--- src/rtl/multi_edge_detect_pkg.sv ---
// Shared definitions for the multi-channel edge detector: mode encodings and
// the filter counter width helper.
package multi_edge_pkg;

  typedef enum logic [1:0] {
    MODE_OFF  = 2'b00,
    MODE_RISE = 2'b01,
    MODE_FALL = 2'b10,
    MODE_BOTH = 2'b11
  } mode_t;

  // Counter must hold values up to FILT_CYCLES-1; never narrower than one bit.
  function automatic int filt_cnt_width(input int filt_cycles);
    return (filt_cycles < 1) ? 1 : $clog2(filt_cycles + 1);
  endfunction

endpackage

--- src/rtl/multi_edge_detect_edge_chan.sv ---
// One channel: synchroniser, persistence filter, edge detection, sticky flags.
// Edges appear SYNC_STAGES+FILT_CYCLES-1 clocks after the first sampling edge.
module edge_chan
  import multi_edge_pkg::*;
#(
  parameter int SYNC_STAGES = 2,
  parameter int FILT_CYCLES = 4
) (
  input  logic       clk,
  input  logic       rst_n,
  input  logic       pulse,
  input  logic [1:0] mode,
  input  logic       clr,
  output logic       level,
  output logic       rise,
  output logic       fall,
  output logic       edge_evt,
  output logic       pending,
  output logic       overrun
);

  localparam int CW = filt_cnt_width(FILT_CYCLES);
  localparam logic [CW-1:0] CNT_LAST = CW'(FILT_CYCLES - 1);

  logic [SYNC_STAGES-1:0] sync;
  logic [CW-1:0]          cnt;
  logic                   s;
  logic                   accept;
  logic                   next_rise;
  logic                   next_fall;
  logic                   next_edge;
  logic                   on_rise;
  logic                   on_fall;

  always_ff @(posedge clk or negedge rst_n) begin
    if (!rst_n) begin
      sync <= '0;
    end else begin
      sync <= {sync[SYNC_STAGES-2:0], pulse};
    end
  end

  assign s = sync[SYNC_STAGES-1];

  // Any return of s to the current level restarts the persistence count.
  always_ff @(posedge clk or negedge rst_n) begin
    if (!rst_n) begin
      cnt   <= '0;
      level <= 1'b0;
    end else if (s == level) begin
      cnt <= '0;
    end else if (cnt == CNT_LAST) begin
      cnt   <= '0;
      level <= s;
    end else begin
      cnt <= cnt + 1'b1;
    end
  end

  always_comb begin
    accept    = (s != level) && (cnt == CNT_LAST);
    next_rise = accept && s;
    next_fall = accept && !s;
    on_rise   = (mode == MODE_RISE) || (mode == MODE_BOTH);
    on_fall   = (mode == MODE_FALL) || (mode == MODE_BOTH);
    next_edge = (next_rise && on_rise) || (next_fall && on_fall);
  end

  always_ff @(posedge clk or negedge rst_n) begin
    if (!rst_n) begin
      rise     <= 1'b0;
      fall     <= 1'b0;
      edge_evt <= 1'b0;
    end else begin
      rise     <= next_rise;
      fall     <= next_fall;
      edge_evt <= next_edge;
    end
  end

  // A new event beats a simultaneous clear so it is never lost; the clear
  // still wipes overrun because software has just acknowledged the backlog.
  always_ff @(posedge clk or negedge rst_n) begin
    if (!rst_n) begin
      pending <= 1'b0;
      overrun <= 1'b0;
    end else begin
      if (next_edge) begin
        pending <= 1'b1;
      end else if (clr) begin
        pending <= 1'b0;
      end

      if (next_edge && pending && !clr) begin
        overrun <= 1'b1;
      end else if (clr) begin
        overrun <= 1'b0;
      end
    end
  end

endmodule

--- src/rtl/multi_edge_detect.sv ---
// Multi-channel edge detector for asynchronous pulse pins; channels are
// fully independent copies of edge_chan.
module multi_edge_detect
  import multi_edge_pkg::*;
#(
  parameter int CH_NUM      = 4,
  parameter int SYNC_STAGES = 2,
  parameter int FILT_CYCLES = 4
) (
  input  logic                clk,
  input  logic                rst_n,
  input  logic [CH_NUM-1:0]   i_pulse,
  input  logic [2*CH_NUM-1:0] i_mode,
  input  logic [CH_NUM-1:0]   i_clr,
  output logic [CH_NUM-1:0]   o_level,
  output logic [CH_NUM-1:0]   o_rise,
  output logic [CH_NUM-1:0]   o_fall,
  output logic [CH_NUM-1:0]   o_edge,
  output logic [CH_NUM-1:0]   o_pending,
  output logic [CH_NUM-1:0]   o_overrun
);

  if (CH_NUM < 1) begin : g_bad_ch
    $fatal(1, "multi_edge_detect: CH_NUM must be >= 1");
  end
  if (SYNC_STAGES < 2) begin : g_bad_sync
    $fatal(1, "multi_edge_detect: SYNC_STAGES must be >= 2");
  end
  if (FILT_CYCLES < 1) begin : g_bad_filt
    $fatal(1, "multi_edge_detect: FILT_CYCLES must be >= 1");
  end

  for (genvar n = 0; n < CH_NUM; n++) begin : g_chan
    edge_chan #(
      .SYNC_STAGES(SYNC_STAGES),
      .FILT_CYCLES(FILT_CYCLES)
    ) u_chan (
      .clk     (clk),
      .rst_n   (rst_n),
      .pulse   (i_pulse[n]),
      .mode    (i_mode[2*n +: 2]),
      .clr     (i_clr[n]),
      .level   (o_level[n]),
      .rise    (o_rise[n]),
      .fall    (o_fall[n]),
      .edge_evt(o_edge[n]),
      .pending (o_pending[n]),
      .overrun (o_overrun[n])
    );
  end

endmodule

--- config.mk ---
export PLATFORM = sky130hd
export DESIGN_NAME = multi_edge_detect
export DESIGN_NICKNAME = d
export VERILOG_FILES = /design/src/rtl/multi_edge_detect_pkg.sv /design/src/rtl/multi_edge_detect_edge_chan.sv /design/src/rtl/multi_edge_detect.sv
export SDC_FILE = /design/constraint.sdc
export NUM_CORES = 1
export LEC_CHECK = 0
export CORE_MARGIN = 2
export CORE_UTILIZATION = 40
export DETAILED_ROUTE_END_ITERATION = 8
export DONT_BUFFER_PORTS = 1
export SYNTH_ARGS = -nofsm -noshare
export SYNTH_HDL_FRONTEND = slang
export SYNTH_HIERARCHICAL = 1
export SYNTH_SLANG_ARGS = --single-unit
--- constraint.sdc ---
create_clock -name clk -period 3.61 [get_ports clk]
set_input_delay 0.722 -clock clk [delete_from_list [all_inputs] [get_ports clk]]
set_output_delay 0.722 -clock clk [all_outputs]
set_load 0.005 [all_outputs]
==> flow_metrics.env <==
export IMPL_die_w_um=67.77
export IMPL_syn_inst=116
export IMPL_synth_seq_cells=44
export IMPL_area_growth_pct=9.385
export IMPL_async_flop_share_pct=100.0
export IMPL_root_buffer="clkbuf_8"
export IMPL_synthFlopType="dfrtp_1"
export IMPL_path_class="register to primary output"
export IMPL_path_clk_slew_ns=0.07
export IMPL_synthMostInstantiatedCell="dfrtp_1"
export IMPL_period_share_pct=41.03
export IMPL_grt_pass1_vias=900
export IMPL_grt_pass1_wl_mm=3.960
export IMPL_slew_headroom_pct=80.47
export IMPL_num_nets_final=145
export IMPL_pin_count=42
export IMPL_drt_iter0_markers=43
export IMPL_reg2reg_slack_ns=2.29
export IMPL_cp_max_fo=7
export IMPL_reg2reg_to="g_chan[0].u_chan/level"
export IMPL_yosys_area_share_xor_xnor_pct=2.154
export IMPL_tns_ns=0
export IMPL_finalWirelength_mm=2.462
export IMPL_drtPass1Iterations=4
export IMPL_synth_seq_area_share_pct=67.69
export IMPL_synth_top_area_cell="dfrtp_1"
export IMPL_clock_sinks=44
export IMPL_crit_path_end="o_level[2]"
export IMPL_numCtsBuffers=5
export IMPL_finalNonFillerCells=174
export IMPL_hp_class="input pin to asynchronous set/reset pin"
export IMPL_synth_edf_count=0
export IMPL_reg2regPathDepth=3
export IMPL_ys_types=14
export IMPL_finalHoldViolations=0
export IMPL_vias_per_cell=4.971
export IMPL_synthSimpleGateAreaFrac_pct=15.38
export IMPL_syn_nets=138
export IMPL_synth_top_family_by_area="simple AND/OR/NAND/NOR gates"
export IMPL_drc_errors=0
export IMPL_start_util_pct=41.26
export IMPL_outcome="complete, no violations"
export IMPL_worst_pin_slew_ns=0.2909
export IMPL_post_cts_buffers=0
export IMPL_grt_max_degree=45
export IMPL_clock_fmax_ghz=0.6751
export IMPL_dieHeight_um=67.77
export IMPL_endpoint_kind="primary output"
export IMPL_maxSlewViolCount=0
export IMPL_muxShareOfSynthArea_pct=2.769
export IMPL_antenna_found_initial=0
export IMPL_cts_tree="done"
export IMPL_htreeDepth=2
export IMPL_netlist_top_cells_area="dfrtp_1, nor3b_1, o32ai_2, ha_1, nand2b_1"
export IMPL_place_gp_congestion=0.6358
export IMPL_layout_drive_gt1_share_pct=11.29
export IMPL_postPlaceCellArea_um2=1689
export IMPL_portBuffers=0
export IMPL_timing_rr_start="g_chan[0].u_chan/cnt[0]"
export IMPL_ir_drop_v=0.0002549
export IMPL_yosysWarnings=6
export IMPL_arrival_ns=0.76
export IMPL_final_area_um2=1779
export IMPL_synth_fa_ha_area_share_pct=3.077
export IMPL_power_density_nw_per_um2=629.7
export IMPL_cts_path_max_buffers=2
export IMPL_rsz0062_at_grt="false"
export IMPL_die_area_um2=4593
export IMPL_synth_compound_area_share_pct=7.077
export IMPL_finalSetupViolCount=0
export IMPL_synthTopCellsByCount="dfrtp_1, nor3b_1, inv_1, nand2b_1"
export IMPL_max_cap_viol_count=0
export IMPL_leakagePower_uw=0.0008001
export IMPL_num_antenna_cells=0
export IMPL_worst_path_stages=0
export IMPL_cts_resized=0
export IMPL_clock_latency_ns=0.28
export IMPL_cts_hold_buffers=0
export IMPL_synth_area_um2=1627
export IMPL_gr_total_overflow=0
export IMPL_dp_hpwl_mm=1.777
export IMPL_crit_start="g_chan[2].u_chan/level"
export IMPL_rows=23
export IMPL_worstPathRequired_ns=2.89
export IMPL_grtUsageTotal_pct=11.75
export IMPL_dp_cells=166
export IMPL_vias=865
export IMPL_synth_top_area_share_pct=67.69
export IMPL_start_kind="register"
export IMPL_post_route_util_pct=45.13
export IMPL_coreArea_um2=3943
export IMPL_wl_per_cell_um=14.15
export IMPL_fin_skew_ns=0.004562
export IMPL_avgSynthCellArea_um2=14.02
export IMPL_min_period_ns=1.481
export IMPL_ant_nets=0
[worst min-delay path by stage]
stage	start	end	slack, ns	depth (start not counted)
floorplan	g_chan[0].u_chan/sync[0]	g_chan[0].u_chan/sync[1]	0.33	0
global placement	g_chan[1].u_chan/sync[0]	g_chan[1].u_chan/sync[1]	0.33	0
detailed placement	g_chan[3].u_chan/sync[0]	g_chan[3].u_chan/sync[1]	0.34	0
CTS	rst_n	g_chan[0].u_chan/overrun	0.11	0
global route	rst_n	g_chan[0].u_chan/edge_evt	0.10	0
finish	rst_n	g_chan[0].u_chan/overrun	0.12	0
[layer usage]
layer	vias up	track usage, %	part of all wire, %
met5	-	0	0
met4	0	6.000	1.0
met3	4	4.500	7.5
met2	30	18.75	49
met1	420	13.78	42
li1	411	-	-
[through the flow]
stage,total power (µW),setup slack (ns),hold slack [ns]
floorplan,790.4,2.347,0.3312
global placement,820.3,2.325,0.3342
detailed placement,838.2,2.287,0.3355
CTS,1142,2.109,0.1139
global route,1201,2.085,0.1032
finish,1120,2.129,0.1244
[cell families (layout without fill, tap and decap cells)]
group | Yosys count | count (layout)
fa+ha+maj | 4 | 4
buf+inv | 8 | 16
mux | 4 | 4
xor+xnor | 4 | 4
simple gates | 40 | 40
flops | 44 | 44
compound gates | 12 | 12
[cell type report]
| type | count | area, µm² |
|---|---|---|
| Sequential cell | 44 | 1101 |
| Tap cell | 50 | 62.56 |
| Clock buffer | 8 | 90.09 |
| Inverter | 8 | 30.03 |
| Multi-Input combinational cell | 64 | 495.5 |
| Fill cell | 359 | 2163 |
[cell usage in the layout (no fill, tap or decap), drive strengths merged]
cell,instances
o21a,4
nand3b,4
o21ai,4
mux2,4
ha,4
clkbuf,8
o32ai,4
nor3,4
nor3b,16
nor2,4
xnor2,4
nand2,4
dfrtp,44
inv,8
nand2b,8
[flip-flops by register name, indices dropped and copies added (netlist names)]
register	flops
g_chan.u_chan/overrun	4
g_chan.u_chan/level	4
g_chan.u_chan/rise	4
g_chan.u_chan/sync	8
g_chan.u_chan/edge_evt	4
g_chan.u_chan/cnt	12
g_chan.u_chan/pending	4
g_chan.u_chan/fall	4
[power by group]
part	total, µW	leakage, µW	switching (µW)	internal, µW
clock	297	0.0000455	141	156
combinational	178	0.000176	83.6	94.3
sequential	645	0.000579	76.4	569
Note: power is estimated with default switching activity, not from simulation.
